`src/rtl/uart_frame_parser.sv`:
```
// Byte-stream frame parser: HDR, ADDR, LEN, DATA[N] (, CSUM) -> burst of N RAM writes.
// Define UART_FRAME_PARSER_CHECKSUM_EN to require a trailing XOR checksum byte.
module uart_frame_parser #(
    parameter int         MAX_LEN     = 16,
    parameter int         TIMEOUT_CYC = 500000,
    parameter logic [7:0] HDR         = 8'hA5
) (
    input  logic       clk,
    input  logic       rst_n,
    input  logic [7:0] byte_in,
    input  logic       byte_valid,
    output logic       wr,
    output logic [7:0] wr_addr,
    output logic [7:0] wr_data,
    output logic       busy,
    output logic       frame_ok,
    output logic       frame_err
);

    localparam int LW = $clog2(MAX_LEN + 1);
    localparam int IW = (MAX_LEN > 1) ? $clog2(MAX_LEN) : 1;
    localparam int TW = $clog2(TIMEOUT_CYC + 1);

`ifdef UART_FRAME_PARSER_CHECKSUM_EN
    typedef enum logic [2:0] {IDLE, ADDR, LEN, DATA, CSUM, COMMIT} state_t;
`else
    typedef enum logic [2:0] {IDLE, ADDR, LEN, DATA, COMMIT} state_t;
`endif

    state_t          state, state_n;
    logic [7:0]      base;
    logic [LW-1:0]   len;
    logic [LW-1:0]   idx;    // fill index in DATA, write index in COMMIT
    logic [TW-1:0]   tmo;
    logic [7:0]      data_buf [MAX_LEN];
`ifdef UART_FRAME_PARSER_CHECKSUM_EN
    logic [7:0]      csum;
`endif

    logic in_frame;
    logic start_commit;
    logic ok_n;
    logic err_n;
    logic last_data;

    assign busy      = (state != IDLE);
    assign last_data = ((idx + LW'(1)) == len);

    always_ff @(posedge clk) begin
        if (!rst_n) state <= IDLE;
        else        state <= state_n;
    end

    always_comb begin
        state_n      = state;
        in_frame     = 1'b0;
        start_commit = 1'b0;
        ok_n         = 1'b0;
        err_n        = 1'b0;
        case (state)
            IDLE: begin
                if (byte_valid && byte_in == HDR) state_n = ADDR;
            end
            ADDR: begin
                in_frame = 1'b1;
                if (byte_valid) state_n = LEN;
            end
            LEN: begin
                in_frame = 1'b1;
                if (byte_valid) begin
                    if (byte_in == 8'd0 || byte_in > 8'(MAX_LEN)) begin
                        err_n   = 1'b1;
                        state_n = IDLE;
                    end else begin
                        state_n = DATA;
                    end
                end
            end
            DATA: begin
                in_frame = 1'b1;
                if (byte_valid && last_data) begin
`ifdef UART_FRAME_PARSER_CHECKSUM_EN
                    state_n = CSUM;
`else
                    state_n      = COMMIT;
                    start_commit = 1'b1;
`endif
                end
            end
`ifdef UART_FRAME_PARSER_CHECKSUM_EN
            CSUM: begin
                in_frame = 1'b1;
                if (byte_valid) begin
                    if (byte_in == csum) begin
                        state_n      = COMMIT;
                        start_commit = 1'b1;
                    end else begin
                        err_n   = 1'b1;
                        state_n = IDLE;
                    end
                end
            end
`endif
            COMMIT: begin
                if (idx == len) begin
                    ok_n    = 1'b1;
                    state_n = IDLE;
                end
            end
            default: state_n = IDLE;
        endcase
        // A byte arriving on the expiry cycle keeps the frame alive.
        if (in_frame && !byte_valid && tmo == TW'(TIMEOUT_CYC - 1)) begin
            err_n   = 1'b1;
            state_n = IDLE;
        end
    end

    always_ff @(posedge clk) begin
        if (!rst_n) begin
            wr        <= 1'b0;
            wr_addr   <= 8'd0;
            wr_data   <= 8'd0;
            frame_ok  <= 1'b0;
            frame_err <= 1'b0;
            tmo       <= '0;
            idx       <= '0;
            base      <= 8'd0;
            len       <= '0;
`ifdef UART_FRAME_PARSER_CHECKSUM_EN
            csum      <= 8'd0;
`endif
        end else begin
            wr        <= 1'b0;
            frame_ok  <= ok_n;
            frame_err <= err_n;
            if (byte_valid || !in_frame) tmo <= '0;
            else                         tmo <= tmo + TW'(1);
            case (state)
                ADDR: if (byte_valid) begin
                    base <= byte_in;
`ifdef UART_FRAME_PARSER_CHECKSUM_EN
                    csum <= byte_in;
`endif
                end
                LEN: if (byte_valid) begin
                    len <= byte_in[LW-1:0];
                    idx <= '0;
`ifdef UART_FRAME_PARSER_CHECKSUM_EN
                    csum <= csum ^ byte_in;
`endif
                end
                DATA: if (byte_valid) begin
                    idx <= idx + LW'(1);
`ifdef UART_FRAME_PARSER_CHECKSUM_EN
                    csum <= csum ^ byte_in;
`endif
                end
                COMMIT: begin
                    if (idx != len) begin
                        wr      <= 1'b1;
                        wr_addr <= base + 8'(idx);
                        wr_data <= data_buf[idx[IW-1:0]];
                        idx     <= idx + LW'(1);
                    end else begin
                        idx <= '0;
                    end
                end
                default: ;
            endcase
            // First write issues on the accepting edge; later ones come from COMMIT.
            if (start_commit) begin
                wr      <= 1'b1;
                wr_addr <= base;
`ifdef UART_FRAME_PARSER_CHECKSUM_EN
                wr_data <= data_buf[0];
`else
                wr_data <= (idx == '0) ? byte_in : data_buf[0];
`endif
                idx     <= LW'(1);
            end
        end
    end

    always_ff @(posedge clk) begin
        if (state == DATA && byte_valid) data_buf[idx[IW-1:0]] <= byte_in;
    end

endmodule

```
`config.mk`:
```
export PLATFORM = sky130hd
export DESIGN_NAME = uart_frame_parser
export DESIGN_NICKNAME = d
export VERILOG_FILES = /design/src/rtl/uart_frame_parser.sv
export SDC_FILE = /design/constraint.sdc
export NUM_CORES = 1
export LEC_CHECK = 0
export CAP_MARGIN = 10
export CORE_MARGIN = 3
export CORE_UTILIZATION = 65
export DETAILED_ROUTE_END_ITERATION = 7
export HOLD_SLACK_MARGIN = 0.08
export MAX_ROUTING_LAYER = met4
export PLACE_DENSITY = 0.84
export SYNTH_ARGS = -nofsm -noshare
export SYNTH_HDL_FRONTEND = slang
export SYNTH_SLANG_ARGS = --single-unit
```
`constraint.sdc`:
```
create_clock -name clk -period 6.8 [get_ports clk]
set_clock_uncertainty 0.15 [all_clocks]
set_input_delay 1.36 -clock clk [delete_from_list [all_inputs] [get_ports clk]]
set_output_delay 1.36 -clock clk [all_outputs]
set_load 0.01 [all_outputs]
```
# Yosys cells after proc, flatten, opt, wreduce, memory -nomap -nowiden
# Memories as Yosys holds them, arrays and structs flattened.
# Index checks and enable logic that the tools add are counted.
# word_totals
register_bits,59
ram_bits,128
inputBits,11
out_inout_bits,20
wordCells,94
n_memories,1
# memory_table
memory,words,word_bits,read_ports,rd_clocked_by_memory_dff,write_ports,line_no,source
data_buf,16,8,2,0,1,35,logic [7:0] data_buf [MAX_LEN];
# op_classes
n_addsub,3
magnitude_cmp,1
n_eq_ne,17
muxes,32
n_bitwise,1
reduce_logical,28
# ops
cell,count
$mux 8,7
$add 19x1->19 const B,1
$eq 19x19->1 const B,1
$mux 3,5
$mux 5,3
$pmux 3 s5,1
$pmux 5 s3,1
$mux 1,14
$ne 2x2->1 const B,6
$eq 5x5->1,2
$add 8x5->8,1
$eq 8x8->1 const B,1
$gt 8x5->1 const B,1
$logic_not 8->1,1
$reduce_and 2->1,4
$eq 3x2->1 const B,2
$ne 3x3->1 const B,2
$reduce_and 3->1,2
$reduce_bool 3->1,2
$reduce_or 2->1,3
$add 5x1->5 const B,1
$logic_and 1x1->1,5
$logic_not 5->1,1
$ne 5x5->1,1
other kinds (11),14

# Depth between registers and ports, before layout
# logic_depth
ltp_word,7
depth_mapped,12
depth_no_buf,9

# Worst setup path after synthesis
# Ideal clock, no wire load.
# synth_timing
path_type,reg-to-reg
from,register idx[1]
to,register wr_data[5]
setup_ps,133
arrival_time_ps,2490
required_ps,6517
slack_ps,4027
path_stages_with_launch,13
n_path_buf,4
period_less_slack_ps,2773
path_cell_list,dfxtp_1 -> buf_2 -> buf_2 -> buf_2 -> inv_1 -> ha_1 -> xor2_1 -> a211oi_1 -> and2_1 -> nand3_2 -> clkbuf_1 -> o21ai_0 -> a21oi_1
# synth_between
elab_chain_cells,7
elab_cells_between_ends,15
cone_classes,add/sub (1); eq/ne (2); mux (6); reduce/logical (5); memory (1)
# synth_lines
element,line_no,source
"start, declared",33,logic [LW-1:0] idx;
"start signal, assigned",154,idx <= idx + LW'(1);
"start signal, assigned",164,idx <= idx + LW'(1);
$add 5x1->5,47,assign last_data = ((idx + LW'(1)) == len);
$eq 5x5->1,47,
$logic_and 1x1->1,81,if (byte_valid && last_data) begin
$mux 1,81,
$mux 1,60,case (state)
$reduce_bool 2->1 (no line),n/a,
$reduce_and 2->1 (no line),n/a,
"end signal, assigned",163,wr_data <= data_buf[idx[IW-1:0]];
"end signal, assigned",178,wr_data <= (idx == '0) ? byte_in : data_buf[0];
"end, declared",14,"output logic [7:0] wr_data,"
# Several ways; a longest one is shown, not always the timed one. The select of a mux whose other input is x is not followed.
# A chain may end at the register's enable or synchronous reset.

# Worst setup path in the final report
# layout_timing
from,register idx[2]
to,register wr_addr[5]
# layout_between
elab_chain_cells,7
elab_cells_between_ends,13
cone_classes,add/sub (2); eq/ne (2); mux (5); reduce/logical (4)
# layout_lines
element,line_no,source
$add 5x1->5,47,
$eq 5x5->1,47,
$logic_and 1x1->1,81,
$mux 1,81,
$mux 1,60,
$reduce_bool 2->1 (no line),n/a,
$reduce_and 2->1 (no line),n/a,
"end signal, assigned",162,wr_addr <= base + 8'(idx);
"end signal, assigned",174,wr_addr <= base;
"end, declared",13,"output logic [7:0] wr_addr,"
# Several ways; a longest one is shown, not always the timed one. The select of a mux whose other input is x is not followed.

==> results.py <==
metrics = {
    "cts": {
        "cts_setup_buffers": 0,
        "clk_path_buf_depth": 2,
        "hold_buffers": 0,
        "cts_tree": "done",
        "cts_root_buffer": "clkbuf_16",
        "clock-sinks": 187,
        "clkLatencyLatePin_ps": 440,
        "path_clk_slew_ps": 70,
        "cts_buffers": 17,
        "h-tree-depth": 4,
        "ctsResizeCount": 0,
    },
    "floorplanning": {
        "coreArea_um2": 11700,
        "dieArea_um2": 13700,
        "rows": 39,
        "initial_core_util_pct": 68.5,
        "ios": 31,
        "fp.dieH_um": 117,
        "die_x_um": 117,
    },
    "route": {
        "wl_met3_mm": 1.76,
        "firstDrtPassIters": 6,
        "via_per_inst": 6.71,
        "postRouteAntennaNets": 0,
        "avgRoutedWirePerCell_um": 24.1,
        "topRoutingLayerUsed": "met4",
        "route.met2.wl_mm": 9.24,
        "wl_mm": 18.7,
        "drt_iter0_drc": 664,
        "drcViolationCount": 0,
        "vias": 5210,
        "met1Wirelength_mm": 6.91,
    },
    "timing": {
        "fmax_mhz": 286,
        "period_share_pct": 51.4,
        "tightest_slew_ps": 1010,
        "worst_slack_ps": 3300,
        "slew_headroom_pct": 32.6,
        "hold_ws_ps": 322,
        "fin_crit_ps": 3500,
        "tns_ps": 0,
        "rsz0062_at_grt": "no",
        "finalMaxSlewViolations": 0,
        "final_hold_viol_count": 0,
        "setup_viol": 0,
    },
    "yosys": {
        "async_flop_share_pct": 0,
        "synth-edff-count": 128,
        "synthFlopType": "edfxtp_1",
        "syn_avg_cell_area_um2": 13.3,
        "synth_area_um2": 8020,
        "ys_types": 56,
        "ys_seq_area_share_pct": 62.7,
        "ys_seq_elements": 187,
        "yosysWarningCount": 0,
        "syn-num-nets": 624,
        "synthCells": 602,
    },
    "finish": {
        "nFillCells": 675,
        "nets": 644,
        "syn2layout_area_growth_pct": 11.1,
        "diodes": 0,
        "drive_above_1_share_pct": 12.6,
        "multi_input_area_um2": 2780,
        "regArea_um2": 5030,
    },
    "place": {
        "dpl.hpwl_mm": 11.9,
        "place_congestion": 0.871,
        "dp_slack_ps": 3100,
        "io_buffers": 30,
    },
    "setup_path": {
        "crit_type": "reg2reg",
        "worst_path_max_delay_cell": "dfxtp_1",
        "cp-end-kind": "flop",
        "crit_arrival_ps": 3650,
        "cp.required_ps": 6960,
        "crit_family": "simple AND/OR/NAND/NOR gates",
        "startpoint_type": "flop",
        "path_cells": "nand2b_1 > o211a_1 > o21ai_1 > nand3_2 > nand2_1 > o22ai_1",
        "max_stage_delay_ps": 890,
        "worstPathMaxFanout": 27,
        "critPathBufInv": 0,
    },
    "grt": {
        "overflow": 0,
        "grt_pass1_wl_mm": 29.1,
        "grt_max_degree": 40,
        "first_global_vias": 5154,
        "antenna_found_initial": 0,
        "grtUsageTotal_pct": 30.4,
    },
    "min_path": {
        "min_path_type": "reg2reg",
    },
    "pwr": {
        "peakVddDrop_mv": 0.441,
        "cellPowerDensity_nw_per_um2": 249,
        "p_leak_nw": 2.81,
    },
    "status": {
        "status": "complete, no violations",
    },
    "job": {
        "max_cap_violations": 0,
    },
}
[routing by layer]
layer	vias to the layer above	GRT usage, %
li1	2296	-
met1	2512	38.0
met2	342	47.4
met3	60	7.51
met4	0	14.1
met5	-	-
[cells in the final DEF, fill, tap and decap left out, types with 2 or more instances in the layout]
cell | Yosys | routed
o22ai_1 | 10 | 10
o21ai_1 | 2 | 2
a21boi_0 | 18 | 18
xor2_1 | 13 | 13
a211oi_1 | 8 | 8
nand2b_1 | 3 | 3
a21o_1 | 2 | 2
edfxtp_1 | 128 | 128
nor2_1 | 47 | 47
xnor2_1 | 14 | 14
inv_6 | 0 | 5
and2_1 | 4 | 4
nor4_1 | 2 | 2
mux4_2 | 32 | 32
clkbuf_16 | 0 | 17
buf_4 | 1 | 5
a21oi_1 | 38 | 38
clkinv_1 | 0 | 2
nand2_1 | 52 | 52
nor2b_1 | 11 | 11
dfxtp_1 | 59 | 58
ha_1 | 10 | 10
inv_1 | 7 | 7
and3_1 | 8 | 8
nor3_1 | 14 | 14
or3_1 | 3 | 3
o21ai_0 | 26 | 26
nand3_1 | 15 | 15
inv_8 | 0 | 2
nand4_1 | 4 | 4
o31ai_1 | 4 | 4
clkinv_2 | 0 | 2
clkdlybuf4s50_1 | 0 | 30
o211ai_1 | 3 | 3
mux2_2 | 8 | 8
[cell type report]
| type | instances | area share [%] |
|---|---|---|
| clock buffer | 17 | 4.77 |
| clock inverter | 14 | 1.54 |
| inverter | 7 | 0.295 |
| timing repair buffer | 35 | 3.79 |
| sequential | 187 | 56.4 |
| tap | 143 | 2.01 |
| multi-input combinational | 374 | 31.2 |
[state kept, by name (all words and copies together), names as in the netlist]
register   count
frame_ok       1
tmo           19
data_buf     128
state          3
frame_err      1
wr             1
wr_data        8
wr_addr        8
base           8
len            5
idx            5
[stage by stage]
stage	util [%]	area (um2)	power [mW]	instances
2_1_floorplan	-	8020	1.26	602
3_3_place_gp	71.3	8350	1.28	746
3_5_place_dp	71.3	8350	1.29	746
4_1_cts	76.1	8910	2.22	777
5_1_grt	76.1	8910	2.27	777
6_report	76.1	8910	2.22	777
[path summary, 6_finish.rpt]
| check | to | from | slack (ps) | depth (start not counted) |
|---|---|---|---|---|
| setup / recovery | wr_addr[5] | idx[2] | 3300 | 6 |
| hold / removal | tmo[0] | tmo[0] | 320 | 1 |
| setup reg to reg | wr_addr[5] | idx[2] | 3300 | 6 |
| hold reg to reg | tmo[0] | tmo[0] | 320 | 1 |
[synth_stat cells (all sizes together) (10+ instances only)]
master	count	area, um2
nor2b	11	68.8
a21oi	39	199
mux4	32	721
nand3	16	85.1
nand2	52	195
xor2	13	114
buf	16	120
o21ai	28	140
clkbuf	18	68.8
xnor2	14	123
a21boi	19	143
edfxtp	128	3840
o22ai	10	62.6
nor2	47	176
dfxtp	59	1180
nor3	14	70.1
ha	10	125
[cell families (layout without fill, tap and decap cells)]
logic type	count (synthesis)	count (layout)	synth area share (%)
buffers and inverters	41	73	2.68
DFF	187	187	62.7
xor gates and xnor gates	27	27	2.95
and+or+nand+nor	176	176	10.7
AOI/OAI and AO/OA	120	120	9.10
muxes	40	40	10.1
adders and majority gates	11	11	1.81
[power by group]
part	leakage (nW)	internal [mW]	total (mW)	switching, mW
Sequential	1.63	1.21	1.22	0.00254
Clock	0.276	0.512	0.960	0.447
Combinational	0.912	0.0145	0.0436	0.0291
No activity file was read; power rests on OpenSTA's default activity.
